[src/rtl/poker_types_pkg.sv]
`default_nettype none
// ============================================================================
// Module   : poker_types (package)
// Brief    : Shared table-game types: chip width, seat count, player actions
//            and the betting-round state encoding.
// Revision : 1.0 - initial release
// ============================================================================
package poker_types;

    localparam int MAX_STACK_W = 16;
    localparam int NUM_SEATS   = 8;

    typedef enum logic [2:0] {
        FOLD  = 3'd0,
        CHECK = 3'd1,
        CALL  = 3'd2,
        RAISE = 3'd3,
        ALLIN = 3'd4
    } action_t;

    typedef enum logic [2:0] {
        IDLE     = 3'd0,
        FIND     = 3'd1,
        WAIT_ACT = 3'd2,
        APPLY    = 3'd3,
        DONE     = 3'd4
    } round_state_t;

    // Number of set bits in a seat mask.
    function automatic logic [3:0] seat_count(input logic [NUM_SEATS-1:0] m);
        logic [3:0] n;
        n = '0;
        for (int i = 0; i < NUM_SEATS; i++) begin
            n = n + {3'b000, m[i]};
        end
        return n;
    endfunction

endpackage
`default_nettype wire

[src/rtl/seat_rr_finder.sv]
`default_nettype none
// ============================================================================
// Module   : seat_rr_finder
// Brief    : Wrap-around search for the first set seat bit at or after a
//            start seat (seat 7 wraps to seat 0).
// Revision : 1.0 - initial release
// ============================================================================
module seat_rr_finder
    import poker_types::*;
(
    input  logic [NUM_SEATS-1:0] mask,
    input  logic [2:0]           start,
    output logic [2:0]           seat,
    output logic                 found
);

    logic [NUM_SEATS-1:0] rot;
    logic [2:0]           offset;

    // Rotate the mask so the start seat sits at bit 0, then take the lowest set bit.
    always_comb begin
        rot    = '0;
        offset = '0;
        found  = 1'b0;
        for (int i = 0; i < NUM_SEATS; i++) begin
            rot[i] = mask[start + 3'(i)];
        end
        for (int i = NUM_SEATS - 1; i >= 0; i--) begin
            if (rot[i]) begin
                offset = 3'(i);
                found  = 1'b1;
            end
        end
        seat = start + offset;
    end

endmodule
`default_nettype wire

[src/rtl/betting_round_ctrl.sv]
`default_nettype none
// ============================================================================
// Module   : betting_round_ctrl
// Brief    : Sequences one betting round: picks the next seat owed an action,
//            validates and applies FOLD/CHECK/CALL/RAISE/ALLIN, tracks the
//            current bet and minimum raise, and reports the round outcome.
// Revision : 1.0 - initial release
// ============================================================================
module betting_round_ctrl
    import poker_types::*;
#(
    parameter int unsigned BIG_BLIND = 2
) (
    input  logic                   clk,
    input  logic                   reset,
    input  logic                   start,
    input  logic [2:0]             first_seat,
    input  logic [NUM_SEATS-1:0]   in_hand,
    input  logic [NUM_SEATS-1:0]   all_in,
    input  logic                   act_valid,
    input  action_t                act_type,
    input  logic [MAX_STACK_W-1:0] act_amount,
    output logic                   act_ready,
    output logic [2:0]             to_act,
    output logic                   pot_add_valid,
    output logic [MAX_STACK_W-1:0] pot_add,
    output logic [MAX_STACK_W-1:0] current_bet,
    output logic [NUM_SEATS-1:0]   folded,
    output logic                   act_err,
    output logic                   round_done,
    output logic                   hand_won,
    output logic [2:0]             winner_seat
);

    localparam logic [MAX_STACK_W-1:0] c_big_blind = MAX_STACK_W'(BIG_BLIND);

    // ------------------------------------------------------------------
    // Round state
    // ------------------------------------------------------------------
    round_state_t                          state_q,       state_d;
    logic [NUM_SEATS-1:0]                  live_q,        live_d;
    logic [NUM_SEATS-1:0]                  pending_q,     pending_d;
    logic [NUM_SEATS-1:0]                  all_in_q,      all_in_d;
    logic [NUM_SEATS-1:0]                  folded_q,      folded_d;
    logic [NUM_SEATS-1:0][MAX_STACK_W-1:0] committed_q,   committed_d;
    logic [MAX_STACK_W-1:0]                current_bet_q, current_bet_d;
    logic [MAX_STACK_W-1:0]                min_raise_q,   min_raise_d;
    logic [2:0]                            scan_ptr_q,    scan_ptr_d;
    logic [2:0]                            to_act_q,      to_act_d;
    action_t                               act_type_q,    act_type_d;
    logic [MAX_STACK_W-1:0]                act_amount_q,  act_amount_d;

    // ------------------------------------------------------------------
    // Action evaluation
    // ------------------------------------------------------------------
    logic [2:0]             next_seat;
    logic                   next_found;
    logic [2:0]             sole_seat;
    logic                   sole_found;
    logic [3:0]             live_count;
    logic [NUM_SEATS-1:0]   actor_bit;
    logic [MAX_STACK_W-1:0] owed;
    logic [MAX_STACK_W-1:0] pay;
    logic [MAX_STACK_W-1:0] new_commit;
    logic [MAX_STACK_W-1:0] raise_inc;
    logic                   legal;
    logic                   bet_up;
    logic                   full_raise;

    // Next seat still owed an action, scanning from the rotating pointer.
    seat_rr_finder u_next_actor (
        .mask  (pending_q),
        .start (scan_ptr_q),
        .seat  (next_seat),
        .found (next_found)
    );

    // Lowest live seat; it is the winner whenever exactly one seat is live.
    seat_rr_finder u_sole_live (
        .mask  (live_q),
        .start (3'd0),
        .seat  (sole_seat),
        .found (sole_found)
    );

    assign live_count = seat_count(live_q);

    // Judge the registered action against the current bet and minimum raise.
    always_comb begin
        actor_bit = NUM_SEATS'(1) << to_act_q;
        owed      = current_bet_q - committed_q[to_act_q];
        legal     = 1'b1;
        pay       = '0;
        case (act_type_q)
            FOLD: begin
                pay = '0;
            end
            CHECK: begin
                legal = (owed == '0);
            end
            CALL: begin
                // A call with nothing owed pays zero, which is a check.
                pay = owed;
            end
            RAISE: begin
                pay   = act_amount_q;
                legal = (committed_q[to_act_q] + act_amount_q) >= (current_bet_q + min_raise_q);
            end
            ALLIN: begin
                pay = act_amount_q;
            end
            default: begin
                legal = 1'b0;
            end
        endcase
        new_commit = committed_q[to_act_q] + pay;
        raise_inc  = new_commit - current_bet_q;
        bet_up     = new_commit > current_bet_q;
        full_raise = bet_up && (raise_inc >= min_raise_q);
    end

    // Round sequencing and betting-state updates.
    always_comb begin
        state_d       = state_q;
        live_d        = live_q;
        pending_d     = pending_q;
        all_in_d      = all_in_q;
        folded_d      = folded_q;
        committed_d   = committed_q;
        current_bet_d = current_bet_q;
        min_raise_d   = min_raise_q;
        scan_ptr_d    = scan_ptr_q;
        to_act_d      = to_act_q;
        act_type_d    = act_type_q;
        act_amount_d  = act_amount_q;

        case (state_q)
            IDLE: begin
                if (start) begin
                    live_d        = in_hand;
                    pending_d     = in_hand & ~all_in;
                    all_in_d      = all_in;
                    folded_d      = '0;
                    committed_d   = '0;
                    current_bet_d = '0;
                    min_raise_d   = c_big_blind;
                    scan_ptr_d    = first_seat;
                    state_d       = FIND;
                end
            end
            FIND: begin
                if (!next_found || (live_count <= 4'd1)) begin
                    state_d = DONE;
                end else begin
                    to_act_d = next_seat;
                    state_d  = WAIT_ACT;
                end
            end
            WAIT_ACT: begin
                if (act_valid) begin
                    act_type_d   = act_type;
                    act_amount_d = act_amount;
                    state_d      = APPLY;
                end
            end
            APPLY: begin
                if (!legal) begin
                    // Illegal action: nothing changes, the same seat is asked again.
                    state_d = WAIT_ACT;
                end else begin
                    committed_d[to_act_q] = new_commit;
                    if (act_type_q == FOLD) begin
                        live_d   = live_q & ~actor_bit;
                        folded_d = folded_q | actor_bit;
                    end
                    if (act_type_q == ALLIN) begin
                        all_in_d = all_in_q | actor_bit;
                    end
                    if (bet_up) begin
                        current_bet_d = new_commit;
                    end
                    if (full_raise) begin
                        // A full raise re-opens the action to every live seat that can still act.
                        min_raise_d = raise_inc;
                        pending_d   = live_q & ~all_in_d & ~actor_bit;
                    end else begin
                        pending_d   = pending_q & ~actor_bit;
                    end
                    scan_ptr_d = to_act_q + 3'd1;
                    state_d    = FIND;
                end
            end
            DONE: begin
                state_d = IDLE;
            end
            default: begin
                state_d = IDLE;
            end
        endcase
    end

    // State register; reset abandons any round in progress.
    always_ff @(posedge clk) begin
        if (!reset) begin
            state_q       <= IDLE;
            live_q        <= '0;
            pending_q     <= '0;
            all_in_q      <= '0;
            folded_q      <= '0;
            committed_q   <= '0;
            current_bet_q <= '0;
            min_raise_q   <= '0;
            scan_ptr_q    <= '0;
            to_act_q      <= '0;
            act_type_q    <= FOLD;
            act_amount_q  <= '0;
        end else begin
            state_q       <= state_d;
            live_q        <= live_d;
            pending_q     <= pending_d;
            all_in_q      <= all_in_d;
            folded_q      <= folded_d;
            committed_q   <= committed_d;
            current_bet_q <= current_bet_d;
            min_raise_q   <= min_raise_d;
            scan_ptr_q    <= scan_ptr_d;
            to_act_q      <= to_act_d;
            act_type_q    <= act_type_d;
            act_amount_q  <= act_amount_d;
        end
    end

    // ------------------------------------------------------------------
    // Outputs: pulses are decoded from the registered state, so every one
    // of them is low in IDLE (and therefore right after reset).
    // ------------------------------------------------------------------
    assign act_ready     = (state_q == WAIT_ACT);
    assign to_act        = to_act_q;
    assign pot_add_valid = (state_q == APPLY) && legal && (pay != '0);
    assign pot_add       = pot_add_valid ? pay : '0;
    assign current_bet   = current_bet_q;
    assign folded        = folded_q;
    assign act_err       = (state_q == APPLY) && !legal;
    assign round_done    = (state_q == DONE);
    assign hand_won      = round_done && (live_count == 4'd1) && sole_found;
    assign winner_seat   = hand_won ? sole_seat : 3'd0;

endmodule
`default_nettype wire

[config.mk]
export PLATFORM = sky130hd
export DESIGN_NAME = betting_round_ctrl
export DESIGN_NICKNAME = d
export VERILOG_FILES = /design/src/rtl/poker_types_pkg.sv /design/src/rtl/seat_rr_finder.sv /design/src/rtl/betting_round_ctrl.sv
export SDC_FILE = /design/constraint.sdc
export NUM_CORES = 1
export LEC_CHECK = 0
export ABC_AREA = 1
export CORE_ASPECT_RATIO = 0.7
export CORE_UTILIZATION = 35
export CTS_CLUSTER_DIAMETER = 100
export DETAILED_ROUTE_END_ITERATION = 12
export HOLD_SLACK_MARGIN = 0.03
export PLACE_DENSITY_LB_ADDON = 0.2
export SETUP_SLACK_MARGIN = 0.4
export SYNTH_ARGS = -nofsm -noshare
export SYNTH_HDL_FRONTEND = slang
export SYNTH_SLANG_ARGS = --single-unit
[constraint.sdc]
create_clock -name clk -period 9.65 [get_ports clk]
set_clock_uncertainty 0.1 [all_clocks]
set_input_delay 1.93 -clock clk [delete_from_list [all_inputs] [get_ports clk]]
set_output_delay 1.93 -clock clk [all_outputs]
set_load 0.02 [all_outputs]
[Word-level counts from Yosys, hierarchy flattened]
Cells that the tools add are included.
Cells by class
  add/subtract/negate cells: 21
  magnitude comparators: 14
  eq/ne operators: 15
  shift operators: 1
  muxes and demuxes: 94
  bitwise logic cells: 11
  reduce and logical (&&, ||, !) cells: 24
Operators by type and width (count)
  $mux W128: 2
  $pmux W128 S2: 1
  $mux W16: 9
  $bwmux W128: 1
  $mux W8: 14
  $pmux W16 S2: 3
  $mux W3: 22
  $pmux W8 S2: 4
  $add A16 B16 Y16: 3
  $bmux W16 S3: 1
  $demux W16 S3: 1
  $and A8 B8 Y8: 5
  $lt A3 B4 Y1 const B: 9
  $ge A16 B16 Y1: 2
  $sub A16 B16 Y16: 2
  $bmux W1 S3: 8
  $mux W1: 24
  $not A8 Y8: 3
  $add A4 B1 Y4: 4
  $gt A16 B16 Y1: 1
  $logic_not A16 Y1: 1
  $or A8 B8 Y8: 2
  $reduce_bool A16 Y1: 1
  $add A3 B3 Y3 const B: 4
  other kinds (29): 53
Storage, ports and cells
  flip-flop bits (word level): 220
  output and inout port bits: 51
  word-level logic and storage cells: 199

[Depth between registers and ports, before layout]
Gate-level depths: netlist of run 1.
  word-level depth: 15
  depth in mapped cells: 50
  depth with buffers taken out: 47

[Modules after synthesis]
From an unflattened synthesis of run 1, not the netlist that was laid out.
Second synthesis, totals
  cells, all modules: 2416
  area, all modules: 16070.4 µm²
By module, submodules not included
  betting_round_ctrl: instances 1, cells an instance 2204, area an instance 14989.4 µm², sequential area each 4404.2 µm²
  seat_rr_finder: instances 2, cells an instance 106, area an instance 540.5 µm², sequential area each 0.0 µm²

[Worst setup path after synthesis of run 1]
No wires, ideal clock.
  kind: register to output
  from: register to_act_q[2], in the netlist to_act[2]
  to: output port pot_add[10]
  arrival time: 5.111 ns
  data required time: 7.620 ns
  path slack: 2.509 ns
  cell stages (with the launch flop): 31
  path buffers: 4
  cells stage by stage: dfxtp_1 clkbuf_1 nor3_1 clkbuf_1 clkbuf_1 a221oi_1 nand4_1 ha_1 fa_1 nand3_1 nand2_1 a21oi_1 nor2_1 o22ai_1 o21ai_0 a21oi_1 nor2_1 nor2_1 xor2_1 ha_1 nand2_1 inv_1 nand3_1 nor3_1 nand3_1 nand3_1 a21oi_1 nand2_1 nand3_1 buf_2 nor2_1
On the way
  word-level cells in the longest chain between the ends: 8
RTL lines
  start: declaration: line betting_round_ctrl.sv:49  | logic [2:0] to_act_q, to_act_d;
  start signal: assignment: line betting_round_ctrl.sv:227  | to_act_q <= to_act_d;
  $bmux W16 S3 (*): line betting_round_ctrl.sv:91, betting_round_ctrl.sv:107
  $mux W16 (implied by the code) (*): line betting_round_ctrl.sv:91, betting_round_ctrl.sv:107
  $add A16 B16 Y16 or $sub A16 B16 Y16 (tied branches): line betting_round_ctrl.sv:107, betting_round_ctrl.sv:91
  $ge A16 B16 Y1 or $logic_not A16 Y1 (tied branches): line betting_round_ctrl.sv:107, betting_round_ctrl.sv:99
  $pmux W1 S3: line betting_round_ctrl.sv:94  | case (act_type_q)
  $logic_and A1 B1 Y1 (2 in series): line betting_round_ctrl.sv:239  | assign pot_add_valid = (state_q == APPLY) && legal && (pay != '0);
  $mux W16 (*): line betting_round_ctrl.sv:240  | assign pot_add = pot_add_valid ? pay : '0;
  end: declaration: line betting_round_ctrl.sv:26  | output logic [MAX_STACK_W-1:0] pot_add,
Mark *: on every way between the ends. The rest lies on a longest branch, timed or not. The select of a mux whose other input is x is not followed.

[Final worst setup path of run 1]
  from: register to_act_q[0], in the netlist to_act[0]
  to: output port pot_add[0]
The elaborated chain is that of the path after synthesis.

==> impl_metrics.py, run 1 <==
metrics = {
    "outcome": {
        "status": "finished, final reports clean",
    },
    "routing": {
        "drtIter0Drc": 1529,
        "firstDrtPassIters": 5,
        "ant_nets": 0,
        "dr_total_vias": 15900,
        "drc": 0,
        "wl_um": 55200,
        "wl_per_cell_um": 18.8,
        "vias_per_cell": 5.41,
    },
    "yosys": {
        "syn_nets": 2474,
        "synth_area_um2": 15500,
        "postSynthCellCount": 2302,
        "synth.avg_cell_area_um2": 6.74,
        "ys.warnings.count": 0,
        "synth-seq-area-share": 0.284,
        "yosysTopAreaCell": "dfxtp_1",
        "netlist.area_leader.share": 0.284,
        "ys_ff_latch": 220,
        "synth_ff_type": "dfxtp_1",
        "synth-edff-count": 0,
        "synth_area_leaders": "dfxtp_1, nand2_1, ha_1",
        "synth.distinct_cells": 50,
        "async_flop_share": 0,
    },
    "floorplanning": {
        "core_area_um2": 43700,
        "io_pins": 93,
        "fp.dieH_um": 178,
        "rows": 64,
        "die_area_um2": 45200,
        "start_util": 0.355,
        "die_w_um": 254,
    },
    "placed_design": {
        "hpwl_um": 39900,
        "numPortBuffers": 92,
        "place_congestion": 0.976,
        "pre_cts_slack_ns": 0.991,
        "dp.cells": 2893,
        "placedInstanceArea_um2": 16800,
    },
    "sta": {
        "fin_setup_tns_ns": 0,
        "worst_slew_pin_slew_ns": 1.18,
        "clock.fmax_ghz": 0.115,
        "finalCritPeriodShare": 0.898,
        "slew_headroom": 0.209,
        "hold_viol_final": 0,
        "setup_viol": 0,
        "drv_slew": 0,
        "hold_ws_ns": 0.364,
        "fin_ws_ns": 0.986,
        "rsz0062_at_grt": "no",
        "finalCriticalPeriod_ns": 8.66,
    },
    "hold_path": {
        "hold_start": "committed_q[37]$_SDFFE_PN0P_",
        "min_path_type": "reg -> reg",
    },
    "setup_path": {
        "crit_family": "simple AND/OR/NAND/NOR gates",
        "end_kind": "output pin",
        "critPathMaxFanout": 17,
        "cp_num_buf_inv": 7,
        "crit_top_cell": "nand2_1",
        "reg2reg_from": "to_act[0]$_SDFFE_PN0P_",
        "rrSetupSlack_ns": 1.23,
        "crit_path_max_incr_delay_ns": 0.56,
        "cp_slowest_cell": "clkdlybuf4s50_1",
        "critPathLaunchType": "flop",
        "worstPathRequired_ns": 7.62,
        "crit_type": "reg -> out",
        "critPathArrivalTime_ns": 6.63,
        "cp-startpoint": "to_act[0]$_SDFFE_PN0P_",
    },
    "clocking": {
        "htreeDepth": 1,
        "clkLatencyLatePin_ns": 0.57,
        "cts_buffer_depth": 3,
        "cts_made_buffers": 25,
        "cts.clk_slew.worst_paths_ns": 0.06,
        "clock_sinks": 220,
        "cts_root_buffer": "clkbuf_16",
        "cts_tree": "yes",
        "hold_buffers": 0,
    },
    "grt": {
        "grt_pass1_vias": 14800,
        "grt_pass1_wl_um": 85000,
        "grt_max_degree": 104,
        "grtUsageTotal": 0.243,
        "antenna_found_initial": 1,
        "grt.overflow.total": 0,
    },
    "final_layout": {
        "layout_common_cells": "nand2_1, a21oi_1, inv_1",
        "design_area_um2": 17700,
        "layout_commonest_cell": "nand2_1",
        "area_growth_pct": 14.3,
        "insertedDiodeCount": 0,
        "layout.cells.non_filler": 2938,
        "final_util": 0.406,
        "drive_gt1_frac": 0.0533,
        "nNetsFinal": 2501,
    },
    "power_and_ir_drop": {
        "seqPwrFrac": 0.279,
        "comb_power_share": 0.459,
        "p_sw_frac": 0.472,
        "peakVddDrop_v": 0.000155,
        "p_leak_nw": 7.37,
        "p_clk_frac": 0.261,
        "p_int_mw": 2.05,
        "power_switching_mw": 1.83,
        "total_power_mw": 3.88,
        "powerDensity_nw_per_um2": 219,
    },
    "job": {
        "maxCapViolCount": 0,
    },
}
[flip-flops by register name (all words and copies together) (netlist names)]
register,cells
all_in_q,8
folded,8
min_raise_q,16
live_q,8
committed_q,128
state_q,3
pending_q,8
act_type_q,3
act_amount_q,16
current_bet,16
scan_ptr_q,3
to_act,3
[final cells by class]
class / instances / area [µm²]
clock buffer: 33 / 696
multi-input combinational: 1706 / 9660
fill: 4693 / 26000
tap: 594 / 743
sequential: 220 / 4410
inverter: 260 / 985
clock inverter: 9 / 141
timing repair buffer: 116 / 1100
[repair_timing]
item / in CTS / in global routing
setup endpoints to repair: 0 / 40
buffers inserted: 0 / 3
resized for setup: 0 / 13
[Yosys cell counts, types with 5 or more instances]
master    number
ha_1         120
buf_6         11
nand3_1       85
a221oi_1      20
a21o_1         5
clkbuf_1      66
o21ai_0      112
inv_1        247
inv_2         11
nand2_1      537
xor2_1        45
nand3b_1      12
dfxtp_1      220
a31oi_1        7
nand4_2        8
a22oi_1        7
o22ai_1       10
a21oi_1      291
nor3_1        28
o21bai_1      11
nand2_2        6
o31ai_1        5
fa_1          10
nor2_1       185
buf_2         25
nand4_1      118
a22o_1        30
xnor2_1       18
buf_1          8
[cell families (layout without fill, tap and decap cells)]
logic type               after synthesis  after routing  synth area share
adder cells (fa/ha/maj)              130            130             0.110
flip-flops                           220            220             0.284
XOR/XNOR                              63             63            0.0356
multiplexers                           4              4           0.00274
AND/OR/NAND/NOR                      997            997             0.283
buffers and inverters                376            418            0.0996
AO/OA/AOI/OAI                        512            512             0.185
[power groups by stage]
stage	sequential [mW]	clock (mW)	combinational, mW
6_report	1.09	1.01	1.78
5_1_grt	1.10	1.06	1.99
4_1_cts	1.08	1.03	1.75
3_5_place_dp	1.10	0	1.75
3_3_place_gp	1.10	0	1.74
2_1_floorplan	1.06	0	1.34
[layer usage]
metal | track usage | vias up | share of wire
met2 | 0.362 | 528 | 0.41
met5 | 0 | - | 0.00018
met4 | 0.0655 | 2 | 0.026
met1 | 0.349 | 7482 | 0.48
met3 | 0.0538 | 82 | 0.082
li1 | - | 7796 | -
[final timing paths]
| path | to | cells past startpoint |
|---|---|---|
| min | committed_q[37]$_SDFFE_PN0P_ | 2 |
| max reg2reg | min_raise_q[12]$_SDFFE_PN0P_ | 45 |
| min reg2reg | committed_q[37]$_SDFFE_PN0P_ | 2 |
| max | pot_add[0] | 32 |
[worst min-delay path, cell delays in order, from the launching register on]
cell and delay, ns:
dfxtp_1 0.31, nand2_1 0.06, a21oi_1 0.05
Note: power is estimated with default switching activity, not from simulation.
==> run 2, diff against run 1 <==
Settings changed: CORE_UTILIZATION 35 to 60.
==> impl_metrics.py, run 2 (same netlist as run 1, synthesis figures left out) <==
metrics = {
    "final_layout": {
        "layout.cells.non_filler": 2674,
        "layout_common_cells": "nand2_1, a21oi_1, inv_1",
        "largest_reg_flops": 128,
        "drive_gt1_frac": 0.0553,
        "insertedDiodeCount": 0,
        "nNetsFinal": 2504,
        "area_growth_pct": 12.6,
        "layout_commonest_cell": "nand2_1",
        "final-seq-area_um2": 4410,
        "multiInputGateArea_um2": 9680,
        "fill_cells": 2171,
        "regMostFlops": "committed_q",
    },
    "setup_path": {
        "critPathArrivalTime_ns": 9.08,
        "worstPathRequired_ns": 9.97,
        "cp_num_buf_inv": 6,
        "rrSetupSlack_ns": 0.89,
        "crit_top_cell": "nand2_1",
        "critPathMaxFanout": 30,
        "crit_family": "simple AND/OR/NAND/NOR gates",
        "cp_slowest_cell": "a221oi_1",
        "crit_type": "reg -> reg",
        "crit_path_max_incr_delay_ns": 0.72,
        "end_kind": "flop",
        "critPathLaunchType": "flop",
    },
    "floorplanning": {
        "die_area_um2": 26500,
        "io_pins": 93,
        "rows": 48,
        "fp.dieH_um": 137,
        "die_w_um": 194,
        "core_area_um2": 25000,
        "start_util": 0.620,
    },
    "grt": {
        "grt.overflow.total": 0,
        "met3_usage": 0.0818,
        "grt_pass1_vias": 14800,
        "grtUsageTotal": 0.382,
        "top_usage_layer": "met2",
        "grt_max_degree": 95,
        "antenna_found_initial": 1,
        "grt.met2_usage": 0.598,
        "met1_usage": 0.512,
        "grt_pass1_wl_um": 80200,
    },
    "placed_design": {
        "numPortBuffers": 92,
        "dp.cells": 2626,
        "place_congestion": 1.09,
        "hpwl_um": 37400,
    },
    "sta": {
        "hold_ws_ns": 0.363,
        "finalCriticalPeriod_ns": 8.76,
        "setup_viol": 0,
        "worst_slew_pin_slew_ns": 1.09,
        "fin_setup_tns_ns": 0,
        "finalCritPeriodShare": 0.908,
        "hold_viol_final": 0,
        "clock.fmax_ghz": 0.114,
        "slew_headroom": 0.269,
        "rsz0062_at_grt": "no",
        "drv_slew": 0,
    },
    "clocking": {
        "clkLatencyLatePin_ns": 0.54,
        "clock_sinks": 220,
        "cts_made_buffers": 23,
        "htreeDepth": 1,
        "cts_buffer_depth": 3,
        "cts.clk_slew.worst_paths_ns": 0.07,
        "hold_buffers": 0,
        "cts_tree": "yes",
        "cts_root_buffer": "clkbuf_16",
    },
    "routing": {
        "firstDrtPassIters": 6,
        "wl_per_cell_um": 19.2,
        "wl_um": 51300,
        "vias_per_cell": 6.15,
        "drc": 0,
        "dr_total_vias": 16500,
        "drtIter0Drc": 1942,
        "ant_nets": 0,
    },
    "hold_path": {
        "min_path_type": "reg -> reg",
    },
    "power_and_ir_drop": {
        "peakVddDrop_v": 0.000346,
        "total_power_mw": 3.87,
        "p_leak_nw": 7.40,
        "powerDensity_nw_per_um2": 222,
    },
    "outcome": {
        "status": "finished, final reports clean",
    },
    "job": {
        "maxCapViolCount": 0,
    },
}
-- run 2: worst paths after layout --
path                           startpoint                            to  cells after the start
max reg2reg        to_act[1]$_SDFFE_PN0P_   min_raise_q[6]$_SDFFE_PN0P_                     40
min reg2reg  committed_q[95]$_SDFFE_PN0P_  committed_q[95]$_SDFFE_PN0P_                      2
min          committed_q[95]$_SDFFE_PN0P_  committed_q[95]$_SDFFE_PN0P_                      2
max                to_act[1]$_SDFFE_PN0P_   min_raise_q[6]$_SDFFE_PN0P_                     40
-- run 2: per-stage QoR --
stage / setup slack, ns / cell area [µm²] / utilization
final: 0.889 / 17500 / 0.698
after global routing: 0.365 / 17500 / 0.698
after CTS: 0.495 / 17400 / 0.694
after detailed placement: 0.685 / 16500 / 0.659
after global placement: 0.689 / 16500 / 0.659
after floorplan: 2.51 / 15500 / -
-- run 2: worst register-to-register path, delay by kind of cell, from the launching register on --
kind                       cells  cell delay, ns
xor gates and xnor gates       1            0.18
DFF                            1            0.42
adders and majority gates      4            1.26
buffers and inverters          6            0.82
and+or+nand+nor               20            3.47
AOI/OAI and AO/OA              9            2.35
-- run 2: where the power goes --
part           total [mW]  switching, mW  internal (mW)
combinational        1.77           1.30          0.469
clock                1.02          0.401          0.618
sequential           1.08         0.0905          0.993
total                3.87           1.79           2.08
-- run 2: metal layers --
metal	up-vias	routed length (µm)
met4	0	2110
met1	7583	21500
met2	924	22000
met5	-	0
li1	7813	-
met3	134	5710
-- run 2: timing repair --
action                     CTS  global route
gates resized for setup      3            15
pin swaps                    0             2
cloned                       0             0
setup endpoints to repair   15            34
buffers inserted             0             6
-- run 2: area by class of cell --
cell class                 instances  share of cell area
multi-input combinational       1706               0.554
sequential                       220               0.252
timing repair buffer             121              0.0651
inverter                         260              0.0564
clock buffer                      31              0.0381
tap                              325              0.0233
clock inverter                    11              0.0107
